===== src/rtl/ras_pkg.sv =====
// Shared definitions for the return-address stack: default sizing and the
// push/pop operation decode.
package ras_pkg;

    localparam int unsigned RAS_DEPTH = 8;
    localparam int unsigned RAS_WIDTH = 32;
    localparam int unsigned PTR_W     = $clog2(RAS_DEPTH);
    localparam int unsigned CNT_W     = PTR_W + 1;

    typedef enum logic [1:0] {
        NONE    = 2'b00,
        POP     = 2'b01,
        PUSH    = 2'b10,
        REPLACE = 2'b11
    } ras_op_t;

    // Map the raw {push, pop} strobes onto a named operation.
    function automatic ras_op_t decode_op(input logic push, input logic pop);
        ras_op_t op;
        unique case ({push, pop})
            2'b10:   op = PUSH;
            2'b01:   op = POP;
            2'b11:   op = REPLACE;
            default: op = NONE;
        endcase
        return op;
    endfunction

endpackage


===== src/rtl/ras_storage.sv =====
// DEPTH x WIDTH register array for the return-address stack: one synchronous
// write port, one asynchronous read port, all entries reset to zero.
module ras_storage
    import ras_pkg::*;
#(
    parameter int unsigned DEPTH = RAS_DEPTH,
    parameter int unsigned WIDTH = RAS_WIDTH,
    parameter int unsigned PtrW  = $clog2(DEPTH)
) (
    input  logic             clk,
    input  logic             rst_n,
    input  logic             i_we,
    input  logic [PtrW-1:0]  i_waddr,
    input  logic [WIDTH-1:0] i_wdata,
    input  logic [PtrW-1:0]  i_raddr,
    output logic [WIDTH-1:0] o_rdata
);

    logic [WIDTH-1:0] r_mem [DEPTH];

    // Entry array: cleared on reset, one entry written per cycle.
    always_ff @(posedge clk or negedge rst_n) begin
        if (!rst_n) begin
            for (int i = 0; i < int'(DEPTH); i++) begin
                r_mem[i] <= '0;
            end
        end else if (i_we) begin
            r_mem[i_waddr] <= i_wdata;
        end
    end

    // Asynchronous read of the addressed entry.
    always_comb begin
        o_rdata = r_mem[i_raddr];
    end

endmodule


===== src/rtl/return_addr_stack.sv =====
// Return-address stack: JAL pushes its link value, a return pops it. The top
// entry is exposed combinationally from registered state only, so PushAddr
// never reaches TopAddr in the same cycle.
module return_addr_stack
    import ras_pkg::*;
#(
    parameter int unsigned DEPTH = RAS_DEPTH,
    parameter int unsigned WIDTH = RAS_WIDTH
) (
    input  logic                     clk,
    input  logic                     rst_n,
    input  logic                     i_push,
    input  logic [WIDTH-1:0]         i_push_addr,
    input  logic                     i_pop,
    input  logic                     i_flush,
    output logic [WIDTH-1:0]         o_top_addr,
    output logic                     o_empty,
    output logic                     o_full,
    output logic [$clog2(DEPTH):0]   o_count,
    output logic                     o_overflow,
    output logic                     o_underflow
);

    localparam int unsigned PtrW = $clog2(DEPTH);
    localparam int unsigned CntW = PtrW + 1;

    logic [PtrW-1:0]  r_sp;
    logic [CntW-1:0]  r_count;
    logic             r_overflow;
    logic             r_underflow;

    logic [PtrW-1:0]  w_sp_nxt;
    logic [CntW-1:0]  w_count_nxt;
    logic             w_overflow_nxt;
    logic             w_underflow_nxt;
    logic [PtrW-1:0]  w_sp_m1;
    logic             w_empty;
    logic             w_full;
    logic             w_we;
    logic [PtrW-1:0]  w_waddr;
    logic [WIDTH-1:0] w_rdata;
    ras_op_t          w_op;

    ras_storage #(
        .DEPTH (DEPTH),
        .WIDTH (WIDTH),
        .PtrW  (PtrW)
    ) u_storage (
        .clk     (clk),
        .rst_n   (rst_n),
        .i_we    (w_we),
        .i_waddr (w_waddr),
        .i_wdata (i_push_addr),
        .i_raddr (w_sp_m1),
        .o_rdata (w_rdata)
    );

    // Status decode from registered state.
    always_comb begin
        w_op    = decode_op(i_push, i_pop);
        w_sp_m1 = r_sp - PtrW'(1);
        w_empty = (r_count == '0);
        w_full  = (r_count == CntW'(DEPTH));
    end

    // Next-state and write-port control; flush overrides any push/pop.
    always_comb begin
        w_sp_nxt        = r_sp;
        w_count_nxt     = r_count;
        w_overflow_nxt  = r_overflow;
        w_underflow_nxt = r_underflow;
        w_we            = 1'b0;
        w_waddr         = r_sp;
        if (i_flush) begin
            w_sp_nxt        = '0;
            w_count_nxt     = '0;
            w_overflow_nxt  = 1'b0;
            w_underflow_nxt = 1'b0;
        end else begin
            unique case (w_op)
                PUSH: begin
                    w_we     = 1'b1;
                    w_sp_nxt = r_sp + PtrW'(1);
                    // When full the write lands on the oldest slot via wrap-around.
                    if (w_full) begin
                        w_overflow_nxt = 1'b1;
                    end else begin
                        w_count_nxt = r_count + CntW'(1);
                    end
                end
                POP: begin
                    if (w_empty) begin
                        w_underflow_nxt = 1'b1;
                    end else begin
                        w_sp_nxt    = w_sp_m1;
                        w_count_nxt = r_count - CntW'(1);
                    end
                end
                REPLACE: begin
                    w_we = 1'b1;
                    // Empty stack: nothing to replace, so act as a plain push.
                    if (w_empty) begin
                        w_sp_nxt    = r_sp + PtrW'(1);
                        w_count_nxt = CntW'(1);
                    end else begin
                        w_waddr = w_sp_m1;
                    end
                end
                default: begin
                end
            endcase
        end
    end

    // Pointer, count and sticky flag registers.
    always_ff @(posedge clk or negedge rst_n) begin
        if (!rst_n) begin
            r_sp        <= '0;
            r_count     <= '0;
            r_overflow  <= 1'b0;
            r_underflow <= 1'b0;
        end else begin
            r_sp        <= w_sp_nxt;
            r_count     <= w_count_nxt;
            r_overflow  <= w_overflow_nxt;
            r_underflow <= w_underflow_nxt;
        end
    end

    // Outputs; stale entries are masked while empty.
    always_comb begin
        o_top_addr  = w_empty ? '0 : w_rdata;
        o_empty     = w_empty;
        o_full      = w_full;
        o_count     = r_count;
        o_overflow  = r_overflow;
        o_underflow = r_underflow;
    end

endmodule


===== config.mk =====
export PLATFORM = sky130hd
export DESIGN_NAME = return_addr_stack
export DESIGN_NICKNAME = d
export VERILOG_FILES = /design/src/rtl/ras_pkg.sv /design/src/rtl/ras_storage.sv /design/src/rtl/return_addr_stack.sv
export SDC_FILE = /design/constraint.sdc
export NUM_CORES = 1
export LEC_CHECK = 0
export BUFFER_PORTS_ARGS = -buffer_cell sky130_fd_sc_hd__clkbuf_2
export CORE_ASPECT_RATIO = 0.5
export CORE_MARGIN = 2
export CORE_UTILIZATION = 35
export DETAILED_ROUTE_END_ITERATION = 16
export PLACE_DENSITY_LB_ADDON = 0.05
export SYNTH_ARGS = -nofsm -noshare
export SYNTH_HDL_FRONTEND = slang
export SYNTH_HIERARCHICAL = 1
export SYNTH_SLANG_ARGS = --single-unit

===== constraint.sdc =====
create_clock -name clk -period 4.5 [get_ports clk]
set_input_delay 0.45 -clock clk [delete_from_list [all_inputs] [get_ports clk]]
set_output_delay 0.45 -clock clk [all_outputs]
set_load 0.1 [all_outputs]

==> results.md <==
- Die area: 0.03767 mm2
- Post-CTS sizing: 0
- Row Count: 49
- Fin crit period: 3.624 ns
- Final #Nets: 892
- Outcome: finished clean
- Clock buffer depth: 3
- Fin area: 0.01433 mm2
- Setup TNS after final layout: 0 ns
- Rel. slew slack: 32.90%
- Routed WL per cell: 21.32 um
- Mapped Cells: 782
- Fin. Hold Viols: 0
- Number of port buffers: 76
- RSZ-0062 raised after global routing: false
- Commonest cells after routing, fill and taps aside: mux2_2 (279), dfrtp_1 (265), clkbuf_2 (75), mux4_1 (40), nor2b_1 (34)
- Fmax: 275.9 MHz
- Ys flop type: dfrtp_1
- Final setup viols: 0
- Routability cong.: 0.7370
- Share of cells above drive strength 1: 52.59%
- Ys Warns: 6
- Pin count of the biggest net entering global routing: 124
- Top post-synthesis cells by area: dfrtp_1 (53%), mux2_2 (25%), mux4_1 (8.3%)
- Dpl cells: 1307
- # Max-Cap Violations: 0
- GR Overflow Total: 0
- Hold buffers post-CTS: 0
- Tot GR Track Use: 15.65%
- Post-synthesis net count: 823
- Fillers: 3330
- Worst-path clk slew: 0.07 ns
- Skew-Pair Late Insertion Delay: 0.56 ns
- Fin crit share: 80.54%
- DRT Wirelength: 28840 um
- Die H: 138.2 um
- Pre-CTS WS: 0.9515 ns
- Via/cell ratio: 5.197
- First-pass GRT wire length: 45840 um
- Endpoint class of the critical path: output pin
- Setup ws final: 0.8759 ns
- Final ANT Viol Nets: 0
- Worst IR drop on VDD: 0.0003048 V
- Multi-input logic area: 0.005659 mm2
- Required time worst endpoint: 4.05 ns
- Initial Util: 35.29%
- 1st-pass router iterations: 4
- # H-tree levels: 1
- Hold Path Class: in2async
- Hpwl dp: 16710 um
- Clk sinks: 265
- Power Density: 674.6 mW/mm2
- Critical path startpoint category: register
- Worst-path maximum fanout: 52
- Area grow syn2layout: 13.57%
- Ys async rst share: 100.0%
- Fin cells: 1353
- Cell Area, Synth: 0.01261 mm2
- Post CTS Setup Buffer Count: 0
- Slew Limit Fails: 0
- Post-synth EDFFs: 0
- Core area: 0.03574 mm2
- CTS tree: built
- Synth Area per Inst: 16.13 um2
- Leak Pwr: 6.727 nW
- Critical setup path kind: reg2out
- Clock skew after layout: 0.02550 ns
- Worst Path Arrival: 3.17 ns
- Initial DRC count: 307
- Commonest non-fill, non-tap cell in the layout: mux2_2
- Top cell type's share of synthesized area: 52.57%
- Placed Area: 0.01353 mm2
- Number of synthesized register bits: 265
- Seq. cell area: 0.006631 mm2
- DRC Markers: 0
- Root Driver: clkbuf_16
- Vias in the first global route: 7454
- DR vias: 7032
- Library cells used by synthesis: 44
- Die X: 272.5 um
- Seq/Total Area, Yosys: 52.57%
- CTS Buf Count: 26
- ANT cells: 0
- Synth area leader: dfrtp_1
- Num ports: 77
- Tightest Pin Transition: 0.9992 ns
- Initial antenna violation count: 0
[metrics by stage]
| step | util [%] | hold WS [ns] | total power, mW |
|---|---|---|---|
| 3_3_place_gp | 37.85 | 0.4641 | 7.606 |
| 5_1_grt | 40.08 | 0.09186 | 10.24 |
| 3_5_place_dp | 37.85 | 0.4714 | 7.687 |
| 4_1_cts | 40.08 | 0.05106 | 9.823 |
| 2_1_floorplan | - | 0.1544 | 6.808 |
| 6_report | 40.08 | 0.01769 | 9.665 |
[state kept, by name, indices dropped and copies added, names as in the netlist]
signal and flops:
o_count 4, o_overflow 1, o_underflow 1, r_sp 3, u_storage/r_mem 256
[where the power goes]
| group | internal [mW] | leakage (nW) | switching, mW |
|---|---|---|---|
| combinational | 1.84 | 2.91 | 1.94 |
| sequential | 3.35 | 3.42 | 0.452 |
| clock | 1.13 | 0.394 | 0.956 |
| total | 6.32 | 6.73 | 3.35 |
[synth_stat cells (2+ instances only)]
cell type	instances
xnor2_1	7
mux2_2	279
xor2_1	3
nor2b_1	34
clkbuf_2	3
mux2_1	9
nand2_1	3
nand4b_1	3
buf_2	28
a21oi_1	5
o21ai_1	2
mux4_2	24
inv_1	4
nand2b_1	2
and2_1	2
buf_1	3
buf_4	12
a31oi_1	2
nor4bb_1	3
clkbuf_1	3
mux4_1	40
dfrtp_1	265
mux2i_1	3
ha_1	4
nor2_1	12
buf_6	9
[cell type report]
| class | count | area share [%] |
|---|---|---|
| Clock buffer | 35 | 5.057 |
| Clock inverter | 11 | 0.4978 |
| Inverter | 5 | 0.1485 |
| Multi-Input combinational cell | 454 | 39.50 |
| Sequential cell | 265 | 46.29 |
| Tap cell | 484 | 4.227 |
| Timing Repair Buffer | 99 | 4.279 |
[final timing paths]
kind                                 startpoint                    to  slack (ns)  depth (start not counted)
max in group asynchronous                 rst_n  u_storage/r_mem[208]        3.35                          2
min                                       rst_n   u_storage/r_mem[13]        0.02                          1
max reg2reg                          o_count[0]  u_storage/r_mem[117]        0.99                          7
min reg2reg                u_storage/r_mem[169]  u_storage/r_mem[169]        0.48                          1
max                                     r_sp[0]        o_top_addr[24]        0.88                          8
min in group clk                i_push_addr[27]  u_storage/r_mem[251]        0.24                          2
[kinds of logic (layout without fill, tap and decap cells)]
logic type / count (synthesis) / count (layout) / synth area share (%)
and+or+nand+nor: 68 / 68 / 3.591
AOI/OAI and AO/OA: 17 / 17 / 1.111
adders and majority gates: 4 / 4 / 0.3968
buffers and inverters: 63 / 150 / 3.075
DFF: 265 / 265 / 52.57
xor gates and xnor gates: 10 / 10 / 0.6944
muxes: 355 / 355 / 38.56
[per-layer routing]
layer	track usage, %	share of wire (%)	vias up
li1	-	-	3093
met1	23.19	51	3836
met2	24.35	45	68
met3	2.553	2.3	35
met4	3.123	1.9	0
met5	0	0	-
[critical path, cell delays in order (launching register included)]
cell and delay [ns]:
dfrtp_1 0.46, inv_4 0.10, ha_1 0.30, xor2_4 0.20
buf_12 0.34, mux4_1 0.38, mux2_2 0.27, nor2b_1 0.15
clkbuf_2 0.38
No activity file was read; power rests on OpenSTA's default activity.
